### src/rtl/serial_display_receiver.sv
// Display-side receiver for the clock's 3-wire shift interface.
// Oversamples data/clock/latch, shifts in a frame and decodes 7-seg to BCD.
module serial_display_receiver #(
    parameter int FRAME_BITS     = 32,
    parameter int NUM_DIGITS     = FRAME_BITS / 8,
    parameter int TIMEOUT_CYCLES = 1024
) (
    input  logic                    clk,
    input  logic                    reset_n,
    input  logic                    ser_data_i,
    input  logic                    ser_clk_i,
    input  logic                    ser_latch_i,
    output logic [FRAME_BITS-1:0]   frame_o,
    output logic [4*NUM_DIGITS-1:0] digit_bcd_o,
    output logic [NUM_DIGITS-1:0]   digit_invalid_o,
    output logic                    frame_valid_o,
    output logic                    frame_error_o
);

    localparam int CNT_W  = $clog2(FRAME_BITS + 2);
    localparam int IDLE_W = $clog2(TIMEOUT_CYCLES + 1);

    localparam logic [CNT_W-1:0]  CNT_FULL  = CNT_W'(FRAME_BITS);
    localparam logic [CNT_W-1:0]  CNT_MAX   = CNT_W'(FRAME_BITS + 1);
    localparam logic [IDLE_W-1:0] IDLE_LAST = IDLE_W'(TIMEOUT_CYCLES - 1);

    logic                    r_data_s1;
    logic                    r_data_s2;
    logic [2:0]              r_sclk_s;
    logic [2:0]              r_latch_s;
    logic [FRAME_BITS-1:0]   r_shift_reg;
    logic [CNT_W-1:0]        r_bit_cnt;
    logic [IDLE_W-1:0]       r_idle_cnt;

    logic                    w_clk_rise;
    logic                    w_latch_rise;
    logic [FRAME_BITS-1:0]   w_sr_shift;
    logic [CNT_W-1:0]        w_cnt_shift;
    logic [4*NUM_DIGITS-1:0] w_bcd_nxt;
    logic [NUM_DIGITS-1:0]   w_inv_nxt;

    // Returns {invalid, bcd}; blank decodes to 4'hF but is not invalid.
    function automatic logic [4:0] f_decode(input logic [6:0] seg);
        logic [4:0] res;
        case (seg)
            7'h3F:   res = 5'h00;
            7'h06:   res = 5'h01;
            7'h5B:   res = 5'h02;
            7'h4F:   res = 5'h03;
            7'h66:   res = 5'h04;
            7'h6D:   res = 5'h05;
            7'h7D:   res = 5'h06;
            7'h07:   res = 5'h07;
            7'h7F:   res = 5'h08;
            7'h6F:   res = 5'h09;
            7'h00:   res = 5'h0F;
            default: res = 5'h1F;
        endcase
        return res;
    endfunction

    always_ff @(posedge clk or negedge reset_n) begin
        if (!reset_n) begin
            r_data_s1 <= 1'b0;
            r_data_s2 <= 1'b0;
            r_sclk_s  <= '0;
            r_latch_s <= '0;
        end else begin
            r_data_s1 <= ser_data_i;
            r_data_s2 <= r_data_s1;
            r_sclk_s  <= {r_sclk_s[1:0], ser_clk_i};
            r_latch_s <= {r_latch_s[1:0], ser_latch_i};
        end
    end

    assign w_clk_rise   = r_sclk_s[1] & ~r_sclk_s[2];
    assign w_latch_rise = r_latch_s[1] & ~r_latch_s[2];

    // Shift is resolved first so a coincident latch sees the new bit.
    always_comb begin
        w_sr_shift  = r_shift_reg;
        w_cnt_shift = r_bit_cnt;
        if (w_clk_rise) begin
            w_sr_shift = (r_shift_reg << 1) | FRAME_BITS'(r_data_s2);
            if (r_bit_cnt != CNT_MAX) begin
                w_cnt_shift = r_bit_cnt + 1'b1;
            end
        end
    end

    always_comb begin
        w_bcd_nxt = '0;
        w_inv_nxt = '0;
        for (int k = 0; k < NUM_DIGITS; k++) begin
            {w_inv_nxt[k], w_bcd_nxt[4*k +: 4]} = f_decode(w_sr_shift[8*k +: 7]);
        end
    end

    always_ff @(posedge clk or negedge reset_n) begin
        if (!reset_n) begin
            r_shift_reg     <= '0;
            r_bit_cnt       <= '0;
            r_idle_cnt      <= '0;
            frame_o         <= '0;
            digit_bcd_o     <= '1;
            digit_invalid_o <= '0;
            frame_valid_o   <= 1'b0;
            frame_error_o   <= 1'b0;
        end else begin
            frame_valid_o <= 1'b0;
            frame_error_o <= 1'b0;
            r_shift_reg   <= w_sr_shift;
            if (w_latch_rise) begin
                r_bit_cnt  <= '0;
                r_idle_cnt <= '0;
                if (w_cnt_shift == CNT_FULL) begin
                    frame_o         <= w_sr_shift;
                    digit_bcd_o     <= w_bcd_nxt;
                    digit_invalid_o <= w_inv_nxt;
                    frame_valid_o   <= 1'b1;
                end else begin
                    frame_error_o <= 1'b1;
                end
            end else if (r_idle_cnt == IDLE_LAST) begin
                r_bit_cnt     <= '0;
                r_idle_cnt    <= '0;
                frame_error_o <= 1'b1;
            end else begin
                r_bit_cnt <= w_cnt_shift;
                if (w_clk_rise || r_bit_cnt == '0) begin
                    r_idle_cnt <= '0;
                end else begin
                    r_idle_cnt <= r_idle_cnt + 1'b1;
                end
            end
        end
    end

endmodule
### config.mk
export PLATFORM = sky130hd
export DESIGN_NAME = serial_display_receiver
export DESIGN_NICKNAME = d
export VERILOG_FILES = /design/src/rtl/serial_display_receiver.sv
export SDC_FILE = /design/constraint.sdc
export NUM_CORES = 1
export LEC_CHECK = 0
export CORE_MARGIN = 2
export CORE_UTILIZATION = 35
export CTS_CLUSTER_SIZE = 8
export DETAILED_ROUTE_END_ITERATION = 16
export GPL_TIMING_DRIVEN = 0
export MAX_ROUTING_LAYER = met4
export PLACE_DENSITY = 0.59
export SETUP_SLACK_MARGIN = 0.2
export SYNTH_ARGS = -nofsm -noshare
export SYNTH_HDL_FRONTEND = slang
export SYNTH_SLANG_ARGS = --single-unit
### constraint.sdc
create_clock -name clk -period 2 [get_ports clk]
set_input_delay 0.4 -clock clk [delete_from_list [all_inputs] [get_ports clk]]
set_output_delay 0.4 -clock clk [all_outputs]
set_load 0.03 [all_outputs]
# Word level (Yosys, flattened, before mapping)
# Cells that the tools add are included.
totals:
  ff_bits: 111
  inputBits: 5
  output_inout_bits: 54
  elab_cells: 86
classes:
  addsub: 2
  n_eq_ne: 43
  muxes: 17
  bitwise_logic: 5
  n_reduce_logical: 7
op_table:
  columns: ["op", "n"]
  rows:
  - ["one-hot mux 5 bit (11 select lines)", 4]
  - ["equality test 7 bit, second input constant", 28]
  - ["equality test 7 x 3 -> 1 bit, second input constant", 8]
  - ["2-to-1 mux 11 bit", 3]
  - ["2-to-1 mux 32 bit", 1]
  - ["OR 32 x 1 -> 32 bit", 1]
  - ["equality test 7 x 6 -> 1 bit, second input constant", 4]
  - ["zero test 7 bit", 4]
  - ["2-to-1 mux 6 bit", 4]
  - ["adder 11 x 1 -> 11 bit, second input constant", 1]
  - ["equality test 11 x 10 -> 1 bit, second input constant", 1]
  - ["adder 6 x 1 -> 6 bit, second input constant", 1]
  - ["equality test 6 bit, second input constant", 1]
  - ["zero test 6 bit", 1]
  - ["inequality test 6 bit, second input constant", 1]
  - ["2-to-1 mux 1 bit", 5]
  - ["bitwise AND 1 bit", 2]
  - ["NOT 1 bit", 2]
  - ["AND reduction 2 bit", 1]
  - ["logical OR 1 bit", 1]

# Logic depth before layout (Yosys ltp)
depth:
  depth_word: 6
  ltp_mapped: 9
  ltp_nobuf: 7

# Worst setup path after synthesis
# OpenSTA, ideal clock, no wires.
synth_path:
  path_kind: "reg2reg"
  from: "register r_sclk_s[1]"
  to: "register frame_o[26]"
  setup_ns: 0.125
  arrival_time_ns: 1.945
  required_time_ns: 1.875
  slack_ns: -0.070
  stages_incl_launch_ff: 8
  path_buffers: 2
  synth_period_minus_slack_ns: 2.070
  path_cell_list: "dfrtp_1 -> nor2b_1 -> buf_2 -> nand4_1 -> mux2_2 -> nor3_4 -> buf_2 -> mux2_2"
synth_via:
  elab_chain_len: 4
  word_cells_on_any_way: 5
  classes_between: "eq/ne: 1; mux: 2; bitwise: 1; reduce/logical: 1"
synth_lines:
  columns: ["item", "line", "source"]
  rows:
  - ["start: declaration", "29", "logic [2:0] r_sclk_s;"]
  - ["start signal: assignment", "71", "r_sclk_s <= {r_sclk_s[1:0], ser_clk_i};"]
  - ["bitwise AND 1 bit (*)", "76", "assign w_clk_rise = r_sclk_s[1] & ~r_sclk_s[2];"]
  - ["2-to-1 mux 6 bit", "83", "if (w_clk_rise) begin"]
  - ["equality test 6 bit", "116", "if (w_cnt_shift == CNT_FULL) begin"]
  - ["AND reduction 2 bit (no source line)", null, null]
  - ["end signal: assignment", "117", "frame_o <= w_sr_shift;"]
  - ["end: declaration", "13", "output logic [FRAME_BITS-1:0] frame_o,"]
# Mark *: on every way between the ends. The rest lies on a longest branch, timed or not.
# A chain may end at the register's enable or synchronous reset.

# Worst setup path in the final report
layout_path:
  from: "register r_bit_cnt[0]"
  to: "register frame_o[15]"
layout_via:
  elab_chain_len: 5
  word_cells_on_any_way: 6
  classes_between: "add/sub: 1; eq/ne: 2; mux: 2; reduce/logical: 1"
layout_lines:
  columns: ["item", "line", "source"]
  rows:
  - ["start: declaration", "32", "logic [CNT_W-1:0] r_bit_cnt;"]
  - ["start signal: assignment", "129", "r_bit_cnt <= w_cnt_shift;"]
  - ["adder 6 x 1 -> 6 bit / inequality test 6 bit (equally long branches)", "86, 85", null]
  - ["2-to-1 mux 6 bit", "85", "if (r_bit_cnt != CNT_MAX) begin"]
  - ["2-to-1 mux 6 bit (*)", "83", null]
  - ["equality test 6 bit (*)", "116", null]
  - ["AND reduction 2 bit (no source line) (*)", null, null]
# Marks and branches as above.

==> metrics.md <==
| Metric | Value |
|---|---|
| Startpoint types | `flip-flop` |
| Dominant synthesized flop cell | `dfrtp_1` |
| Gp weighted congestion | `0.920` |
| Slew Viols, Final | `0` |
| Synth unique cells | `between 60 and 70` |
| IO Pins | `59` |
| Internal power | `3.61 mW` |
| Diodes inserted | `0` |
| Fmax | `around 0.46 GHz` |
| TNS Setup | `-5.85 ns` |
| CTS root buffer | `clkbuf_16` |
| Final WL | `approximately 18000 um` |
| Crit path kind | `reg -> reg` |
| CTS Hold Bufs | `0` |
| Register area | `0.00280 sq mm` |
| CTS buffer count | `9` |
| Share of layout cells above drive strength 1 | `0.261` |
| Global-route wire length before repair | `approximately 27000 um` |
| Via count | `about 5000` |
| CTS tree | `yes` |
| CP peak stage delay | `between 0.3 and 0.4 ns` |
| Drt wl/cell | `approximately 19 um` |
| Final Power | `5.20 mW` |
| VDD IR max | `between 0.6 and 0.7 mV` |
| Outcome | `complete, but fails checks` |
| Failing checks | `setup timing` |
| Die Span Y | `roughly 130 um` |
| Gate power share | `0.200` |
| Mapped Area | `0.00564 sq mm` |
| Residual DRC | `0` |
| Fillcell total | `between 1000 and 1500` |
| Synth warn | `0` |
| Die X | `roughly 130 um` |
| Post-synth EDFFs | `0` |
| Clock transition at path regs | `roughly 0.07 ns` |
| Data arrival time of the worst path | `approximately 2.4 ns` |
| Initial Util | `0.356` |
| Core Area | `between 0.015 and 0.02 sq mm` |
| Pwr dens | `between 600 and 700 mW/mm^2` |
| Clk_lat worst skew | `between 0.3 and 0.4 ns` |
| Cells along the critical path | `buf_4 -> ha_1 -> nor3_1 -> a31o_2 -> a32oi_2 -> nor3_4 -> buf_12 -> buf_12 -> mux2_4` |
| Final Hold Viols | `0` |
| Min cycle time layout | `~2.2 ns` |
| RSZ-0062 raised after global routing | `true` |
| Dpl hpwl | `roughly 12000 um` |
| Footprint of the multi-input gates | `0.00306 sq mm` |
| Initial antenna violation count | `0` |
| Largest net degree at the start of global routing | `60` |
| Period utilisation layout | `1.09` |
| Nets | `slightly above 700` |
| Critical path's slowest cell | `dfrtp_1` |
| CP Max Fanout | `7` |
| Setup violators final | `52` |
| Gr ovfl total | `0` |
| IO Port Bufs | `between 50 and 60` |
| H-tree depth | `3` |
| CP endpoint kind | `flip-flop` |
| Yosys reg bits | `111` |
| Placed cell count | `just under 900` |
| Maxcap violations | `0` |
| Full die area | `between 0.015 and 0.02 sq mm` |
| CTS sink cnt | `111` |
| Fin cells | `939` |
| Total GRT Usage | `0.218` |
| Worst-Margin Slew | `0.679 ns` |
| FFs w/ async S/R, synth | `1.00` |
| Most used cell, CP | `buf_12` |
| Required time of the worst setup path | `about 2.3 ns` |
| Gate count of the mapped netlist | `around 600` |
| Final ANT Viol Nets | `0` |
| Clk network pwr share | `0.330` |
| Skew final | `~0.014 ns` |
| Row count | `46` |
| Switching Fraction | `0.306` |
| Slew margin rel. | `0.548` |
| First-iteration detailed-routing DRC count | `roughly 450` |
| Post-DR vias/cell | `~5.4` |
| Final worst slack | `-0.174 ns` |
| Dpl ws | `-0.704 ns` |
| Switching power | `approximately 1.6 mW` |
| CTS Buffer Depth | `2` |
| Post-synthesis sequential area ratio | `0.496` |
| P&R area growth vs syn | `40.5%` |
| Vias in the first global route | `4827` |
| Syn Nets | `612` |
| Reg power frac | `0.470` |
| Drt first pass iters | `8` |
| Leak | `about 3.8 nW` |
| HP Class | `in -> async` |
| Final hold slack | `between 0.05 and 0.06 ns` |
| Mean Syn Cell Area | `about 9.4 sq um` |
## stage by stage
stage | cell area, sq um | utilization
after global routing | 7930 | 0.501
after global placement | 6610 | 0.418
after detailed placement | 6640 | 0.419
final | 7930 | 0.501
after CTS | 7510 | 0.474
after floorplan | 5760 | -
## power groups by stage
stage | logic (mW) | clock network (mW) | registers (mW)
finish | 1.04 | 1.72 | 2.45
global route | 1.14 | 1.85 | 2.46
CTS | 0.924 | 1.78 | 2.43
detailed placement | 0.806 | 0 | 2.48
global placement | 0.793 | 0 | 2.48
floorplan | 0.555 | 0 | 2.45
## cells by family after synthesis
family / after synthesis / share of synthesized area
and+or+nand+nor: 253 / 0.224
AOI/OAI and AO/OA: 131 / 0.156
DFF: 111 / 0.496
buffers and inverters: 67 / 0.0501
muxes: 23 / 0.0439
xor gates and xnor gates: 14 / 0.0217
adders and majority gates: 4 / 0.00887
## layout make-up
class	instances	share of cell area
Clock buffer	12	0.0298
Sequential cell	111	0.353
Multi-Input combinational cell	425	0.385
Inverter	23	0.0118
Timing Repair Buffer	104	0.127
Buffer	44	0.0546
Tap cell	216	0.0341
Clock inverter	4	0.00395
## Yosys cell counts (3+ instances only)
master     number  area, sq um
a21boi_0        3         22.5
nand3b_1       12         90.1
and4b_1         6         60.1
ha_1            4         50.1
xor2_1          7         61.3
nor4_1          4         25.0
a31oi_1        33          206
mux2_2         14          158
a21oi_1        30          150
dfrtp_1        95         2380
a21o_1          5         37.5
buf_1           4         15.0
nor4bb_1        5         50.1
nor3b_1         4         30.0
o21ai_0         9         45.0
inv_1          22         82.6
xnor2_1         7         61.3
dfstp_2        16          420
nor2b_1         6         37.5
a2bb2oi_1       5         43.8
and3_1          3         18.8
nor2_1         75          282
nand3_1        15         75.1
nand2b_1       10         62.6
o211ai_1        3         22.5
nand4_1         4         25.0
a211oi_1        4         30.0
o22ai_1         3         18.8
clkbuf_1       19         71.3
nor3_1         10         50.1
and2_1          6         37.5
o31a_1          4         35.0
or3_1           7         43.8
a2111oi_0       4         35.0
buf_2          18         90.1
a32oi_1         4         35.0
a41oi_1         3         26.3
mux2i_1         9         90.1
o21ai_1         5         25.0
nand2_1        77          289
## layer usage
metal | vias up | wire length (um) | GRT usage | part of all wire
met1 | 2575 | 8240 | 0.293 | 0.47
met5 | - | 0 | - | 0
met3 | 27 | 692 | 0.0403 | 0.039
met4 | 0 | 285 | 0.0720 | 0.016
li1 | 2368 | - | - | -
met2 | 141 | 8460 | 0.332 | 0.48
## worst paths after layout
path                       cells after the start    startpoint         endpoint  slack [ns]
min in group clk                               0   r_sclk_s[0]      r_sclk_s[1]        0.35
max in group asynchronous                      2       reset_n  digit_bcd_o[12]        1.18
max                                            9  r_bit_cnt[0]      frame_o[15]       -0.17
max reg2reg                                    9  r_bit_cnt[0]      frame_o[15]       -0.17
min reg2reg                                    0   r_sclk_s[0]      r_sclk_s[1]        0.35
min                                            1       reset_n   r_shift_reg[4]        0.06
## critical path, delay by kind of cell (launching register included)
family                   cells  cell delay (ns)
AO/OA/AOI/OAI                2             0.27
multiplexers                 1             0.30
buffers and inverters        3             0.47
adder cells (fa/ha/maj)      1             0.23
AND/OR/NAND/NOR              2             0.40
flip-flops                   1             0.38
## what timing repair did
| item | 4_1_cts | 5_1_grt |
|---|---|---|
| setup endpoints to repair | 148 | 75 |
| pin swaps | 18 | 18 |
| gates resized for setup | 148 | 65 |
| gates cloned | 3 | 3 |
| setup buffers | 29 | 10 |
## placed cells by master (no fill, tap or decap), types with 6 or more instances in the layout
cell type,netlist,final
buf_12,0,8
nand2b_1,10,8
a31oi_1,33,30
nor2_1,75,63
nor2b_1,6,6
inv_1,22,22
nor2_4,0,9
dfstp_2,16,16
clkbuf_1,19,15
nand3b_1,12,12
xor2_1,7,7
xnor2_1,7,7
nand3_1,15,13
or3_1,7,7
buf_4,2,42
dfrtp_1,95,94
a21oi_2,0,10
a21oi_1,30,20
mux2_4,0,13
nor3_1,10,7
and4b_1,6,6
o21ai_0,9,6
dlygate4sd2_1,0,49
nand2_1,77,76
buf_6,0,11
and2_1,6,6
clkbuf_16,0,12
(Power assumes the default switching activity.)
